--- config.mk ---
export PLATFORM = sky130hd
export DESIGN_NAME = if_fetch_queue
export DESIGN_NICKNAME = d
export VERILOG_FILES = /design/src/rtl/rv_pkg.sv /design/src/rtl/sync_fifo.sv /design/src/rtl/if_fetch_queue.sv
export SDC_FILE = /design/constraint.sdc
export NUM_CORES = 1
export LEC_CHECK = 0
export ABC_AREA = 1
export CORE_ASPECT_RATIO = 0.7
export CORE_MARGIN = 10
export CORE_UTILIZATION = 51
export DETAILED_ROUTE_END_ITERATION = 10
export PLACE_DENSITY = 0.77
export SLEW_MARGIN = 10
export SYNTH_ARGS = -nofsm -noshare
export SYNTH_HDL_FRONTEND = slang
export SYNTH_SLANG_ARGS = --single-unit
--- constraint.sdc ---
create_clock -name clk -period 4.26 [get_ports clk]
set_clock_uncertainty 0.05 [all_clocks]
set_input_delay 0.639 -clock clk [delete_from_list [all_inputs] [get_ports clk]]
set_output_delay 0.639 -clock clk [all_outputs]
set_load 0.005 [all_outputs]
--- src/rtl/rv_pkg.sv ---
// Shared RISC-V front-end definitions.
//   XLEN          : architectural register / address width
//   INSTR_NOP     : canonical NOP (addi x0, x0, 0), shown when no instruction is presented
//   fetch_entry_t : {pc, instr} pair held in the instruction queue
//   word_align()  : clears the byte-offset bits of a fetch address
package rv_pkg;

  localparam int XLEN = 32;
  localparam logic [XLEN-1:0] INSTR_NOP = 32'h0000_0013;

  typedef struct packed {
    logic [XLEN-1:0] pc;
    logic [XLEN-1:0] instr;
  } fetch_entry_t;

  function automatic logic [XLEN-1:0] word_align(input logic [XLEN-1:0] addr);
    return {addr[XLEN-1:2], 2'b00};
  endfunction

endpackage

--- src/rtl/sync_fifo.sv ---
// Synchronous FIFO with a synchronous clear, used for the instruction queue and
// for the queue of outstanding fetch addresses.
//   clk, rst  : clock, synchronous active-high reset
//   clr_i     : drop all entries (wins over push/pop in the same cycle)
//   push_i    : write wdata_i at the tail (ignored when full unless popping)
//   pop_i     : advance the head (ignored when empty)
//   rdata_o   : head entry, read combinationally
//   count_o   : number of valid entries
//   empty_o   : no valid entries
//   full_o    : DEPTH valid entries
module sync_fifo #(
  parameter int WIDTH = 32,
  parameter int DEPTH = 4,
  parameter int CNT_W = $clog2(DEPTH + 1)
) (
  input  logic             clk,
  input  logic             rst,
  input  logic             clr_i,
  input  logic             push_i,
  input  logic [WIDTH-1:0] wdata_i,
  input  logic             pop_i,
  output logic [WIDTH-1:0] rdata_o,
  output logic [CNT_W-1:0] count_o,
  output logic             empty_o,
  output logic             full_o
);

  localparam int AW = (DEPTH > 1) ? $clog2(DEPTH) : 1;
  localparam logic [AW-1:0] LAST_PTR = AW'(DEPTH - 1);
  localparam logic [CNT_W-1:0] FULL_CNT = CNT_W'(DEPTH);

  logic [WIDTH-1:0] mem_q [DEPTH];
  logic [AW-1:0]    wr_ptr_q, wr_ptr_d;
  logic [AW-1:0]    rd_ptr_q, rd_ptr_d;
  logic [CNT_W-1:0] count_q, count_d;
  logic             do_push, do_pop;

  // Pointers wrap explicitly so DEPTH need not be a power of two.
  function automatic logic [AW-1:0] ptr_inc(input logic [AW-1:0] p);
    return (p == LAST_PTR) ? '0 : p + AW'(1);
  endfunction

  assign empty_o = (count_q == '0);
  assign full_o  = (count_q == FULL_CNT);
  assign count_o = count_q;
  assign rdata_o = mem_q[rd_ptr_q];

  assign do_pop  = pop_i && !empty_o;
  // When full, a simultaneous pop frees the slot being written.
  assign do_push = push_i && (!full_o || do_pop);

  always_comb begin
    wr_ptr_d = wr_ptr_q;
    rd_ptr_d = rd_ptr_q;
    count_d  = count_q;
    if (clr_i) begin
      wr_ptr_d = '0;
      rd_ptr_d = '0;
      count_d  = '0;
    end else begin
      if (do_push) wr_ptr_d = ptr_inc(wr_ptr_q);
      if (do_pop)  rd_ptr_d = ptr_inc(rd_ptr_q);
      case ({do_push, do_pop})
        2'b10:   count_d = count_q + CNT_W'(1);
        2'b01:   count_d = count_q - CNT_W'(1);
        default: count_d = count_q;
      endcase
    end
  end

  always_ff @(posedge clk) begin
    if (rst) begin
      wr_ptr_q <= '0;
      rd_ptr_q <= '0;
      count_q  <= '0;
    end else begin
      wr_ptr_q <= wr_ptr_d;
      rd_ptr_q <= rd_ptr_d;
      count_q  <= count_d;
    end
  end

  // Storage needs no reset: entries are only visible through count_q.
  always_ff @(posedge clk) begin
    if (do_push && !clr_i) mem_q[wr_ptr_q] <= wdata_i;
  end

endmodule

--- src/rtl/if_fetch_queue.sv ---
// Instruction-fetch front end ahead of the IF/ID register. Issues word-aligned
// fetch requests to a variable-latency instruction memory, buffers returned
// {pc, instr} pairs and hands them to decode over a valid/ready handshake.
// A redirect flushes everything buffered and discards responses still in flight.
//   clk, rst                      : clock, synchronous active-high reset
//   redirect_valid, redirect_pc   : new fetch stream from EX/MEM (bits [1:0] ignored)
//   imem_req_valid/ready/addr     : fetch request channel
//   imem_rsp_valid/data           : in-order fetch responses
//   out_valid/ready               : head-of-queue handshake toward decode
//   out_pc, out_pc_plus_4, out_instr : head entry
module if_fetch_queue
  import rv_pkg::*;
#(
  parameter int          DEPTH           = 4,
  parameter int          MAX_OUTSTANDING = 2,
  parameter logic [31:0] RESET_PC        = 32'h0000_0000
) (
  input  logic        clk,
  input  logic        rst,
  input  logic        redirect_valid,
  input  logic [31:0] redirect_pc,
  output logic        imem_req_valid,
  input  logic        imem_req_ready,
  output logic [31:0] imem_req_addr,
  input  logic        imem_rsp_valid,
  input  logic [31:0] imem_rsp_data,
  output logic        out_valid,
  input  logic        out_ready,
  output logic [31:0] out_pc,
  output logic [31:0] out_pc_plus_4,
  output logic [31:0] out_instr
);

  localparam int QCW = $clog2(DEPTH + 1);
  localparam int PCW = $clog2(MAX_OUTSTANDING + 1);

  logic [XLEN-1:0] fetch_pc_q, fetch_pc_d;
  logic [PCW-1:0]  live_cnt_q, live_cnt_d;
  logic [PCW-1:0]  drop_cnt_q, drop_cnt_d;
  logic [PCW-1:0]  inflight_cnt;

  logic [31:0]     inflight_sum, occupancy_sum;
  logic            credit_ok;
  logic            req_fire, rsp_live, rsp_drop, out_fire;

  logic [QCW-1:0]  iq_count;
  logic            iq_empty, iq_full;
  fetch_entry_t    iq_wentry, iq_head;

  logic [XLEN-1:0] pend_addr;
  logic [PCW-1:0]  pend_count;
  logic            pend_empty, pend_full;
  logic            unused_ok;

  // Credits: every live request owns a queue slot, so a response can always be
  // accepted, and dropped responses still count against the memory's capacity.
  assign inflight_sum  = 32'(live_cnt_q) + 32'(drop_cnt_q);
  assign occupancy_sum = 32'(live_cnt_q) + 32'(iq_count);
  assign credit_ok     = (inflight_sum < MAX_OUTSTANDING) && (occupancy_sum < DEPTH);

  assign imem_req_valid = !rst && !redirect_valid && credit_ok && !pend_full;
  assign imem_req_addr  = fetch_pc_q;
  assign req_fire       = imem_req_valid && imem_req_ready;

  // Responses are in request order, so the oldest drop_cnt responses are the
  // stale ones from before the last redirect.
  assign rsp_drop = imem_rsp_valid && (drop_cnt_q != '0);
  assign rsp_live = imem_rsp_valid && (drop_cnt_q == '0) && !redirect_valid && !pend_empty;

  assign out_valid = !rst && !iq_empty;
  assign out_fire  = out_valid && out_ready && !redirect_valid;

  assign iq_wentry = '{pc: pend_addr, instr: imem_rsp_data};

  sync_fifo #(
    .WIDTH (XLEN),
    .DEPTH (MAX_OUTSTANDING)
  ) u_pend_q (
    .clk     (clk),
    .rst     (rst),
    .clr_i   (redirect_valid),
    .push_i  (req_fire),
    .wdata_i (fetch_pc_q),
    .pop_i   (rsp_live),
    .rdata_o (pend_addr),
    .count_o (pend_count),
    .empty_o (pend_empty),
    .full_o  (pend_full)
  );

  sync_fifo #(
    .WIDTH ($bits(fetch_entry_t)),
    .DEPTH (DEPTH)
  ) u_instr_q (
    .clk     (clk),
    .rst     (rst),
    .clr_i   (redirect_valid),
    .push_i  (rsp_live),
    .wdata_i (iq_wentry),
    .pop_i   (out_fire),
    .rdata_o (iq_head),
    .count_o (iq_count),
    .empty_o (iq_empty),
    .full_o  (iq_full)
  );

  assign out_pc        = iq_head.pc;
  assign out_pc_plus_4 = iq_head.pc + 32'd4;
  assign out_instr     = out_valid ? iq_head.instr : INSTR_NOP;

  assign inflight_cnt = live_cnt_q + drop_cnt_q;

  always_comb begin
    fetch_pc_d = fetch_pc_q;
    live_cnt_d = live_cnt_q;
    drop_cnt_d = drop_cnt_q;
    if (redirect_valid) begin
      fetch_pc_d = word_align(redirect_pc);
      live_cnt_d = '0;
      // Everything still owed by memory becomes stale; a response arriving
      // this very cycle is one of them and is already being thrown away.
      if (imem_rsp_valid && (inflight_cnt != '0)) drop_cnt_d = inflight_cnt - PCW'(1);
      else                                         drop_cnt_d = inflight_cnt;
    end else begin
      if (req_fire) fetch_pc_d = fetch_pc_q + 32'd4;
      case ({req_fire, rsp_live})
        2'b10:   live_cnt_d = live_cnt_q + PCW'(1);
        2'b01:   live_cnt_d = live_cnt_q - PCW'(1);
        default: live_cnt_d = live_cnt_q;
      endcase
      if (rsp_drop) drop_cnt_d = drop_cnt_q - PCW'(1);
    end
  end

  always_ff @(posedge clk) begin
    if (rst) begin
      fetch_pc_q <= RESET_PC;
      live_cnt_q <= '0;
      drop_cnt_q <= '0;
    end else begin
      fetch_pc_q <= fetch_pc_d;
      live_cnt_q <= live_cnt_d;
      drop_cnt_q <= drop_cnt_d;
    end
  end

  // Occupancy of the pending queue is tracked by live_cnt_q, and the credit
  // rule keeps the instruction queue from ever being pushed while full.
  assign unused_ok = &{1'b0, pend_count, iq_full};

endmodule

Word-level counts from Yosys, hierarchy flattened
Memories as Yosys holds them, arrays and structs flattened. A register that Yosys moved wholly into a read port is not among the register bits.
Index checks and enable logic that the tools add are counted.
{ "op_classes": {"magnitude_cmp": 2, "mux": 21, "n_eq_ne": 10, "n_reduce_logical": 38, "addsub": 17} }
{ "ops": {"columns": ["op", "n"], "rows": [
  ["32-bit two-way mux", 3],
  ["32-bit by 3-bit adder with 32-bit output (second input constant)", 2],
  ["1-bit logical AND", 19],
  ["2-bit two-way mux", 7],
  ["2-bit nonzero test", 7],
  ["2-bit equality test (second input constant)", 6],
  ["2-bit by 1-bit adder with 2-bit output (second input constant)", 4],
  ["1-bit two-way mux", 8],
  ["2-bit case mux with 2 select lines", 2],
  ["2-bit by 1-bit subtractor with 2-bit output (second input constant)", 4],
  ["2-bit by 1-bit equality test with 1-bit output (second input constant)", 3],
  ["1-bit zero test", 6],
  ["3-bit case mux with 2 select lines", 1],
  ["2-bit by 3-bit adder with 4-bit output", 1],
  ["2-bit zero test", 2],
  ["4-bit by 3-bit < comparator with 1-bit output (second input constant)", 1],
  ["2-bit by 2-bit adder with 3-bit output", 1],
  ["3-bit by 1-bit adder with 3-bit output (second input constant)", 1],
  ["3-bit equality test (second input constant)", 1],
  ["3-bit zero test", 1],
  ["3-bit by 2-bit < comparator with 1-bit output (second input constant)", 1],
  ["3-bit by 1-bit subtractor with 3-bit output (second input constant)", 1],
  ["1-bit adder (second input constant)", 2],
  ["2-bit adder", 1],
  ["other kinds (2)", 3]
]} }
{ "totals": {"ram_bits": 320, "mem_count": 2, "regBits": 47, "out_inout_bits": 130, "elab_cells": 100} }
{ "mem_list": {"columns": ["memory", "depth", "word_bits", "rd", "rd_ports_with_merged_regs", "write_ports", "line", "rtl"], "rows": [
  ["u_instr_q.mem_q", 4, 64, 1, 1, 1, "sync_fifo.sv:32", "logic [WIDTH-1:0] mem_q [DEPTH];"],
  ["u_pend_q.mem_q", 2, 32, 1, 1, 1, "sync_fifo.sv:32", null]
]} }

Logic depth before layout (Yosys ltp)
Gate-level depths: netlist (run 1).
{ "depth": {"ltp_word": 11, "depth_mapped": 15, "mapped_depth_nobuf": 14} }

Hierarchy
Synthesis (run 1) repeated with hierarchy kept, for this count alone.
{ "hier_totals": {"hier_cells": 1458, "area_unflattened_um2": 16183.0} }
{ "by_module_without_submodules": {"columns": ["mod", "area_each_um2", "instances", "cells_per_inst"], "rows": [
  ["sync_fifo at u_instr_q", 10023.4, 1, 688],
  ["if_fetch_queue", 3595.9, 1, 633],
  ["sync_fifo at u_pend_q", 2563.7, 1, 137]
]} }

Worst setup path after synthesis (run 1)
OpenSTA, ideal clock, no wires.
{ "synth_timing": {"kind": "input -> register", "startpoint": "input redirect_valid", "endpoint": "memory u_instr_q.mem_q[0][0] (netlist name), enable pin", "stages": 6, "path_buffers": 1, "setup_slack_ps": -205, "arrival_ps": 3932, "path_cell_list": "buf_2 -> nor2_8 -> nand3_1 -> nand3_1 -> nand2_1 -> nor2_1"} }
{ "synth_between": {"elab_chain_len": 8, "word_cells_on_any_way": 10} }
{ "synth_lines": {"columns": ["element", "line", "rtl"], "rows": [
  ["from (decl)", "if_fetch_queue.sv:20", "input logic redirect_valid,"],
  ["1-bit zero test *", "sync_fifo.sv:85, if_fetch_queue.sv:68, if_fetch_queue.sv:71", null],
  ["1-bit logical AND", "if_fetch_queue.sv:71", "assign out_fire = out_valid && out_ready && !redirect_valid;"],
  ["1-bit logical AND", "sync_fifo.sv:48", "assign do_pop = pop_i && !empty_o;"],
  ["1-bit logical OR", "sync_fifo.sv:50", "assign do_push = push_i && (!full_o || do_pop);"],
  ["1-bit logical AND", "sync_fifo.sv:50", null],
  ["1-bit logical AND *", "sync_fifo.sv:85", "if (do_push && !clr_i) mem_q[wr_ptr_q] <= wdata_i;"],
  ["1-bit two-way mux *", "sync_fifo.sv:85", null],
  ["1-bit two-way mux (implied by the code) *", "sync_fifo.sv:85", null],
  ["to (decl)", "sync_fifo.sv:32", null]
]} }
Every way passes the cells marked *; elsewhere a longest branch is shown, timed or not.

==> impl_metrics.ini, run 1 <==
[yosys]
synth.distinct_cells = 33
synth-main-ff-cell = edfxtp_1
synth_top_cells_by_count = nand2_1 (530), edfxtp_1 (308), nor2_1 (257), nand3_1 (123), inv_1 (104)
netlist_area_um2 = 16500
syn_inst = 1722
post-synth-top-area-cell = edfxtp_1
ys_ff_latch = 356
yosysMostFrequentCell = nand2_1
yosysWarnings = 0
ys_async_sr_fraction_pct = 0
yosys.area.top_type_share_pct = 56.2
synth-edff-count = 308
yosysSeqAreaShare_pct = 62.0
synth_area_leaders = edfxtp_1 (56%), nand2_1 (12%), nor2_1 (5.9%), dfxtp_1 (5.8%), nand3_1 (3.7%)
syn_avg_cell_area_um2 = 9.56

[setup_path]
r2r_end = u_pend_q.count_o[1]
critPathKind = reg -> out
path_buf_inv = 3
max_stage_delay_ns = 0.55
crit_path_top_delay_cell = clkdlybuf4s50_1
worstPathMaxFanout = 18
crit_chain = inv_4 -> nor2_1 -> o21ai_1 -> nand2_1 -> ha_1 -> inv_1 -> nor2_2 -> nand2_1 -> nor2_2 -> nand2_1 -> xor2_1 -> clkdlybuf4s50_1
worstPathArrival_ns = 3.33
cpMostUsedCell = nand2_1
worstPathRequired_ns = 3.57
reg2reg_slack_ns = 1.50
start_kind = flop
rr_startpoint = live_cnt_q[0]
crit_family = simple AND/OR/NAND/NOR gates
ff2ff_path_depth = 12
critPathCaptureType = output port

[power]
p_leak_uw = 0.00744
max-vdd-ir-drop_mv = 0.218
power_density_nw_per_um2 = 347
total_power_uw = 6870

[placement]
dp_hpwl_um = 29500
place_inst = 2294
io_buffers = 191
globalplace.congestion = 0.940

[clock_network]
cts_tree = done
clk_latency_ns = 0.52
clk_path_buf_depth = 3
h-tree-depth = 2
clock-sinks = 356
cts_setup_buffers = 0
cts_root_buffer = clkbuf_16
cts_buffers = 34
clkTransAtPathRegs_ns = 0.06

[timing]
finalSetupViolations = 0
hold-worst-slack_ns = 0.402
drv_slew = 0
post-route-period-util_pct = 94.4
max_freq_ghz = 0.249
rsz0062_at_grt = false
timing.setup.tns_ns = 0
layout_min_cycle_time_ns = 4.02
slew-limit-headroom_pct = 49.3
finalHoldViolations = 0
worstMarginPinSlew_ns = 0.760

[global_routing]
grt_pass1_wl_um = 65800
grt_antenna_before_repair = 0
grt_use_total_pct = 20.3
grt_pass1_vias = 12061
grt_max_degree = 69
grt-ovfl-total = 0

[route]
route.vias.total = 12520
postRouteAntennaNets = 0
finalWirelength_um = 41900
vias_per_cell = 5.32
drc = 0
dr.pass1.iters = 8
drt_iter0_drc = 1188
wl_per_cell_um = 17.8

[floorplan]
fp-row-count = 54
die-area_um2 = 40000
coreArea_um2 = 31500
dieWidth_um = 235
die_h_um = 170
initial_utilization_pct = 52.3
ios = 200

[worst_hold_path]
hold_path_depth = 1
holdCritStartpoint = u_pend_q.rd_ptr_q
holdPathEnd = u_pend_q.rd_ptr_q
worstHoldPathType = reg -> reg

[finish]
finalNonFillerCells = 2352
drive_gt1_share_pct = 6.68
final_util_pct = 62.9
diodes = 0
finalNetCount = 1996
syn2layout_area_growth_pct = 20.3

[status]
status = finished, final reports clean

[run]
maxCapViolations = 0
## flip-flops by register name, indices dropped and copies added (netlist names), 2 cells and up, named ones only
signal              count
u_instr_q.rd_ptr_q      2
u_pend_q.count_o        2
imem_req_addr          30
live_cnt_q              2
u_instr_q.mem_q       248
drop_cnt_q              2
u_instr_q.wr_ptr_q      2
u_instr_q.count_o       3
u_pend_q.mem_q         60
## report_power, final
| group | switching (µW) | internal (µW) |
|---|---|---|
| Sequential | 54.4 | 3820 |
| Combinational | 160 | 149 |
| Clock | 1220 | 1470 |
| Total | 1430 | 5440 |
## worst max path at each step
stage                    from               endpoint  slack, ns  cells after the start
5_1_grt                  flop      out_pc_plus_4[31]       0.02                     14
4_1_cts                  flop      out_pc_plus_4[15]       0.10                     11
3_5_place_dp             flop      out_pc_plus_4[15]       0.65                     11
2_1_floorplan  redirect_valid  u_instr_q.mem_q[0][0]      -0.20                      6
6_report                 flop      out_pc_plus_4[18]       0.24                     12
3_3_place_gp             flop      out_pc_plus_4[31]       0.73                     14
## what timing repair did
action | CTS | global route
endpoints found under the setup margin | 0 | 16
hold endpoints to repair | 0 | 0
hold buffers | 0 | 0
gates resized for setup | 0 | 9
## stage by stage
step / setup WS [ns] / instance area [µm²]
CTS: 0.100 / 19800
global placement: 0.733 / 18800
floorplan: -0.205 / 16500
global route: 0.0178 / 19800
finish: 0.240 / 19800
detailed placement: 0.652 / 18800
## logic make-up after synthesis
kind of cell	Yosys count	share of synthesized area, %
XOR/XNOR	18	0.958
multiplexers	30	2.05
other	1	0.0228
AO/OA/AOI/OAI	165	5.18
flip-flops	356	62.0
AND/OR/NAND/NOR	956	23.4
buffers and inverters	180	5.00
adder cells (fa/ha/maj)	16	1.31
## cells in the final DEF (no fill, tap or decap), types with 12 or more instances in the layout
| master | instances |
|---|---|
| nor3_1 | 15 |
| nor2_1 | 251 |
| dfxtp_1 | 46 |
| nand2_1 | 530 |
| inv_1 | 104 |
| edfxtp_1 | 308 |
| a21oi_1 | 69 |
| nor2_2 | 12 |
| ha_1 | 14 |
| buf_4 | 19 |
| clkbuf_16 | 34 |
| o21ai_0 | 85 |
| mux2_2 | 30 |
| nand3_1 | 123 |
| clkdlybuf4s50_1 | 191 |
| xor2_1 | 18 |
## cell type report
cell class                 instances  area [µm²]
multi-input combinational       1191        5480
clock inverter                    18         105
fill                            2505       11700
clock buffer                      40         873
timing repair buffer             219        2190
sequential                       356       10200
inverter                         108         409
tap                              420         526
## layer usage
| layer | wire [µm] | part of all wire, % | track usage [%] |
|---|---|---|---|
| met4 | 705 | 1.7 | 4.87 |
| met3 | 3280 | 7.8 | 3.84 |
| met2 | 18700 | 45 | 32.0 |
| met1 | 19200 | 46 | 28.6 |
| met5 | 0 | 0 | 0 |
Power figures use the tool's default switching activity.
==> run 2: changes to the inputs <==
- PLACE_DENSITY: 0.77 -> 0.81
- TNS_END_PERCENT: default -> 100
==> run 2 against run 1 <==
  * Sequential power hardly changed
  * Clock power increased by 6%
  * Worst setup slack gained 0.056 ns
  * Non-clock buffer count fell by 9
  * Register-to-register slack worse by 0.31 ns
  * Cell area grew 0.15%
  * Combinational power hardly changed
  * Hold slack better by 0.016 ns
  * Final cell count decreased by 0.13%
  * Fmax is 1.4% higher
  * Sequential cell count is the same
  * Largest cell class unchanged
  * Highest routed layer unchanged
==> impl_metrics.ini, run 2 (synthesis gave the netlist of run 1 again) <==
[placement]
globalplace.congestion = 0.892
dp_hpwl_um = 29300
place_area_um2 = 18800
io_buffers = 191

[timing]
worstMarginPinSlew_ns = 1.02
rsz0062_at_grt = false
slew-limit-headroom_pct = 31.7
finalSetupViolations = 0
drv_slew = 0
max_freq_ghz = 0.252
finalHoldViolations = 0
post-route-period-util_pct = 93.0
layout_min_cycle_time_ns = 3.96

[route]
vias_per_cell = 5.44
wl_per_cell_um = 18.2
drt_iter0_drc = 1294
dr.pass1.iters = 5
drc = 0
postRouteAntennaNets = 0
route.vias.total = 12771
finalWirelength_um = 42700

[worst_hold_path]
holdCritStartpoint = u_pend_q.rd_ptr_q
hold_path_depth = 1
holdPathEnd = u_pend_q.rd_ptr_q
worstHoldPathType = reg -> reg

[clock_network]
clkTransAtPathRegs_ns = 0.06
cts_tree = done
clock-sinks = 356
cts_hold_buf = 0
h-tree-depth = 2
cts_setup_buffers = 0
clk_path_buf_depth = 3
clk_latency_ns = 0.52
cts_buffers = 35
cts_root_buffer = clkbuf_16

[setup_path]
rr_startpoint = live_cnt_q[0]
r2r_end = u_pend_q.count_o[1]
reg2reg_slack_ns = 1.19
worstPathRequired_ns = 3.57
critPathCaptureType = output port
worstPathArrival_ns = 3.27
worstPathMaxFanout = 30
ff2ff_path_depth = 12
start_kind = flop
critPathKind = reg -> out

[finish]
syn2layout_area_growth_pct = 20.5
drive_gt1_share_pct = 6.59
stdcell_area_um2 = 19800
final_cell_mix = nand2_1 (529), edfxtp_1 (308), nor2_1 (251), clkdlybuf4s50_1 (191), nand3_1 (123)
finalNetCount = 1988
final_common_cell = nand2_1
largest_reg_flops = 248
nFillCells = 2522
regMostFlops = u_instr_q.mem_q

[floorplan]
coreArea_um2 = 31500
die-area_um2 = 40000
initial_utilization_pct = 52.3
dieWidth_um = 235
die_h_um = 170
ios = 200
fp-row-count = 54

[run]
maxCapViolations = 0

[power]
p_leak_uw = 0.00744
power_density_nw_per_um2 = 355
max-vdd-ir-drop_mv = 0.247
total_power_uw = 7050

[global_routing]
grt_pass1_vias = 12306
grt_pass1_wl_um = 66900
grt-ovfl-total = 0
grt_antenna_before_repair = 0
grt_use_total_pct = 20.7
grt_max_degree = 123

[status]
status = finished, final reports clean
## run 2: cell types whose count changed in the layout (fill, tap and decap cells not counted), sizes merged
cell    delta
buf        -8
inv        +2
clkinv     -1
clkbuf     +2
bufinv     +1
diode      +1
## run 2: what timing repair did
| action | CTS | global route |
|---|---|---|
| hold endpoints to repair | 0 | 0 |
| setup endpoints to repair | 0 | 7 |
| resized for setup | 0 | 5 |
## run 2: worst max-delay path by stage
stage / from / endpoint / slack [ns] / depth (start not counted)
global placement: rst / out_instr[27] / 0.51 / 5
floorplan: redirect_valid / u_instr_q.mem_q[0][0] / -0.20 / 6
CTS: flop / out_pc_plus_4[28] / 0.18 / 12
global route: flop / out_pc_plus_4[18] / 0.02 / 11
finish: flop / out_pc_plus_4[18] / 0.30 / 11
detailed placement: rst / out_instr[27] / 0.53 / 5
## run 2: worst max-delay path: stages (launching register included)
cell and delay [ns]:
dfxtp_2 0.32, inv_2 0.41, nand2_1 0.10, nand2_1 0.20, ha_1 0.28, inv_1 0.07, nor2_2 0.17, nand2_1 0.16
nor2_4 0.20, nand2_1 0.09, xor2_1 0.20, clkdlybuf4s50_1 0.56
## run 2: final cells by class
type | instances | area (µm²) | area share, %
Sequential cell | 356 | 10200 | 51.5
Multi-Input combinational cell | 1191 | 5490 | 27.7
Timing Repair Buffer | 210 | 2140 | 10.8
Clock buffer | 43 | 916 | 4.62
Tap cell | 420 | 526 | 2.65
Inverter | 108 | 407 | 2.05
Clock inverter | 20 | 140 | 0.707
Antenna cell | 1 | 2.50 | 0.0126
## run 2: metal layers
layer | vias up | wire length, µm | global-route usage [%]
met5 | - | 0 | 0
met4 | 0 | 683 | 5.26
met3 | 64 | 3860 | 4.17
met2 | 553 | 18900 | 32.1
met1 | 6044 | 19200 | 29.1
li1 | 6110 | - | -
## run 2: where the power goes
group | leakage (µW) | total, µW | switching (µW) | internal, µW
Combinational | 0.00373 | 312 | 164 | 149
Clock | 0.000519 | 2860 | 1260 | 1600
Sequential | 0.00319 | 3870 | 53.7 | 3820
Total | 0.00744 | 7050 | 1480 | 5570
## run 2: through the flow
stage	TNS (ns)	util, %	cells	hold slack (ns)	setup slack [ns]
2_1_floorplan	-50.72	-	1727	0.375	-0.205
3_3_place_gp	0	59.6	2285	0.385	0.511
3_5_place_dp	0	59.6	2285	0.400	0.528
4_1_cts	0	62.9	2348	0.408	0.181
5_1_grt	0	63.0	2348	0.441	0.0222
6_report	0	63.0	2349	0.418	0.297
==> run 3: changes to the inputs <==
- GPL_ROUTABILITY_DRIVEN: default -> 0
==> run 3 against run 2 <==
  * Sequential cell count did not move
  * Global-route usage fell by 0.40 points
  * Critical endpoint is now out_pc_plus_4[28]
  * Register-to-register slack improved by 0.29 ns
  * Highest routed layer unchanged
  * Cell area rose by 0.91%
  * Combinational power barely moved
==> impl_metrics.ini, run 3 (synthesis gave the netlist of run 1 again) <==
[worst_hold_path]
hold_path_depth = 1
worstHoldPathType = reg -> reg

[floorplan]
coreArea_um2 = 31500
initial_utilization_pct = 52.3
ios = 200
die-area_um2 = 40000
dieWidth_um = 235
die_h_um = 170
fp-row-count = 54

[global_routing]
grt_pass1_wl_um = 65600
grt_pass1_vias = 12058
grt_max_degree = 123
grt-ovfl-total = 0
grt_antenna_before_repair = 0
grt_use_total_pct = 20.3

[finish]
stdcell_area_um2 = 20000
regMostFlops = u_instr_q.mem_q
finalNonFillerCells = 2350
nFillCells = 2466
finalNetCount = 1989
final_common_cell = nand2_1
syn2layout_area_growth_pct = 21.6
largest_reg_flops = 248
final_cell_mix = nand2_1 (528), edfxtp_1 (308), nor2_1 (251), clkdlybuf4s50_1 (191), nand3_1 (123)
drive_gt1_share_pct = 6.99
diodes = 0

[power]
power_density_nw_per_um2 = 369
p_leak_uw = 0.00752
max-vdd-ir-drop_mv = 0.256

[route]
route.vias.total = 12832
vias_per_cell = 5.46
drc = 0
drt_iter0_drc = 1410
wl_per_cell_um = 18.0
postRouteAntennaNets = 0
finalWirelength_um = 42300
dr.pass1.iters = 9

[timing]
layout_min_cycle_time_ns = 4.03
drv_slew = 0
max_freq_ghz = 0.248
finalHoldViolations = 0
post-route-period-util_pct = 94.7
worstMarginPinSlew_ns = 1.17
finalSetupViolations = 0
slew-limit-headroom_pct = 21.8
rsz0062_at_grt = false

[clock_network]
clock-sinks = 356
clk_path_buf_depth = 3
cts_root_buffer = clkbuf_16
h-tree-depth = 2
cts_tree = done
cts_buffers = 36
clk_latency_ns = 0.53
clkTransAtPathRegs_ns = 0.06

[setup_path]
ff2ff_path_depth = 11
worstPathMaxFanout = 83
critPathKind = reg -> out
worstPathRequired_ns = 3.57
critPathCaptureType = output port
start_kind = flop
worstPathArrival_ns = 3.34

[placement]
dp_hpwl_um = 28000
io_buffers = 191
place_area_um2 = 18800
place_inst = 2284

[status]
status = finished, final reports clean

[run]
maxCapViolations = 0
## run 3: cell count changes in the layout (fill, tap and decap cells not counted), sizes merged
cell	before	now
diode	1	0
clkinv	15	12
bufinv	1	5
clkinvlp	1	3
inv	111	110
## run 3: area by class of cell
cell class	instances	area, µm²	area share [%]
repair buffers	210	2160	10.8
clock buffers	43	958	4.79
inverters	108	407	2.03
clock inverters	22	259	1.29
well taps	420	526	2.63
multi-input cells	1191	5480	27.4
flip-flops and latches	356	10200	51.1
## run 3: metrics by stage
stage	total power [µW]	setup TNS [ns]	setup WS [ns]	util (%)	hold WS (ns)
global placement	4240	0	0.577	59.6	0.385
floorplan	4070	-50.72	-0.205	-	0.375
global route	7630	0	0.0447	63.6	0.448
detailed placement	4250	0	0.532	59.6	0.414
CTS	7450	0	0.0251	63.5	0.422
finish	7390	0	0.226	63.6	0.426
## run 3: critical path, stage by stage, from the launching register on
cell	delay, ns
dfxtp_2	0.38
buf_12	0.35
nand3_1	0.13
nand2_1	0.21
ha_1	0.27
inv_1	0.07
nor2_2	0.19
nand3_1	0.22
nor2_2	0.25
nand4_1	0.11
nand2_1	0.12
clkdlybuf4s50_1	0.52
## run 3: final timing paths
kind | startpoint | end | slack [ns]
setup / recovery | flop | out_pc_plus_4[28] | 0.23
hold / removal | u_pend_q.rd_ptr_q | u_pend_q.rd_ptr_q | 0.43
setup reg to reg | live_cnt_q[0] | u_pend_q.mem_q[0][21] | 1.48
hold reg to reg | u_pend_q.rd_ptr_q | u_pend_q.rd_ptr_q | 0.43
## run 3: where the power goes
group	total (µW)	internal (µW)	switching (µW)
clock network	3210	1930	1280
registers	3870	3820	53.3
logic	312	149	163
total	7390	5890	1500
## run 3: layer usage
metal / vias to the layer above / GRT usage, % / share of wire [%]
met1: 6045 / 29.0 / 45
met3: 65 / 4.07 / 9.8
li1: 6118 / - / -
met4: 0 / 4.36 / 1.5
met2: 604 / 31.3 / 44
met5: - / 0 / 0
## run 3: timing repair
action / CTS / global route
hold buffers: 0 / 0
endpoints found under the setup margin: 1 / 15
resized for setup: 1 / 4
cloned: 0 / 0
setup buffers: 0 / 1
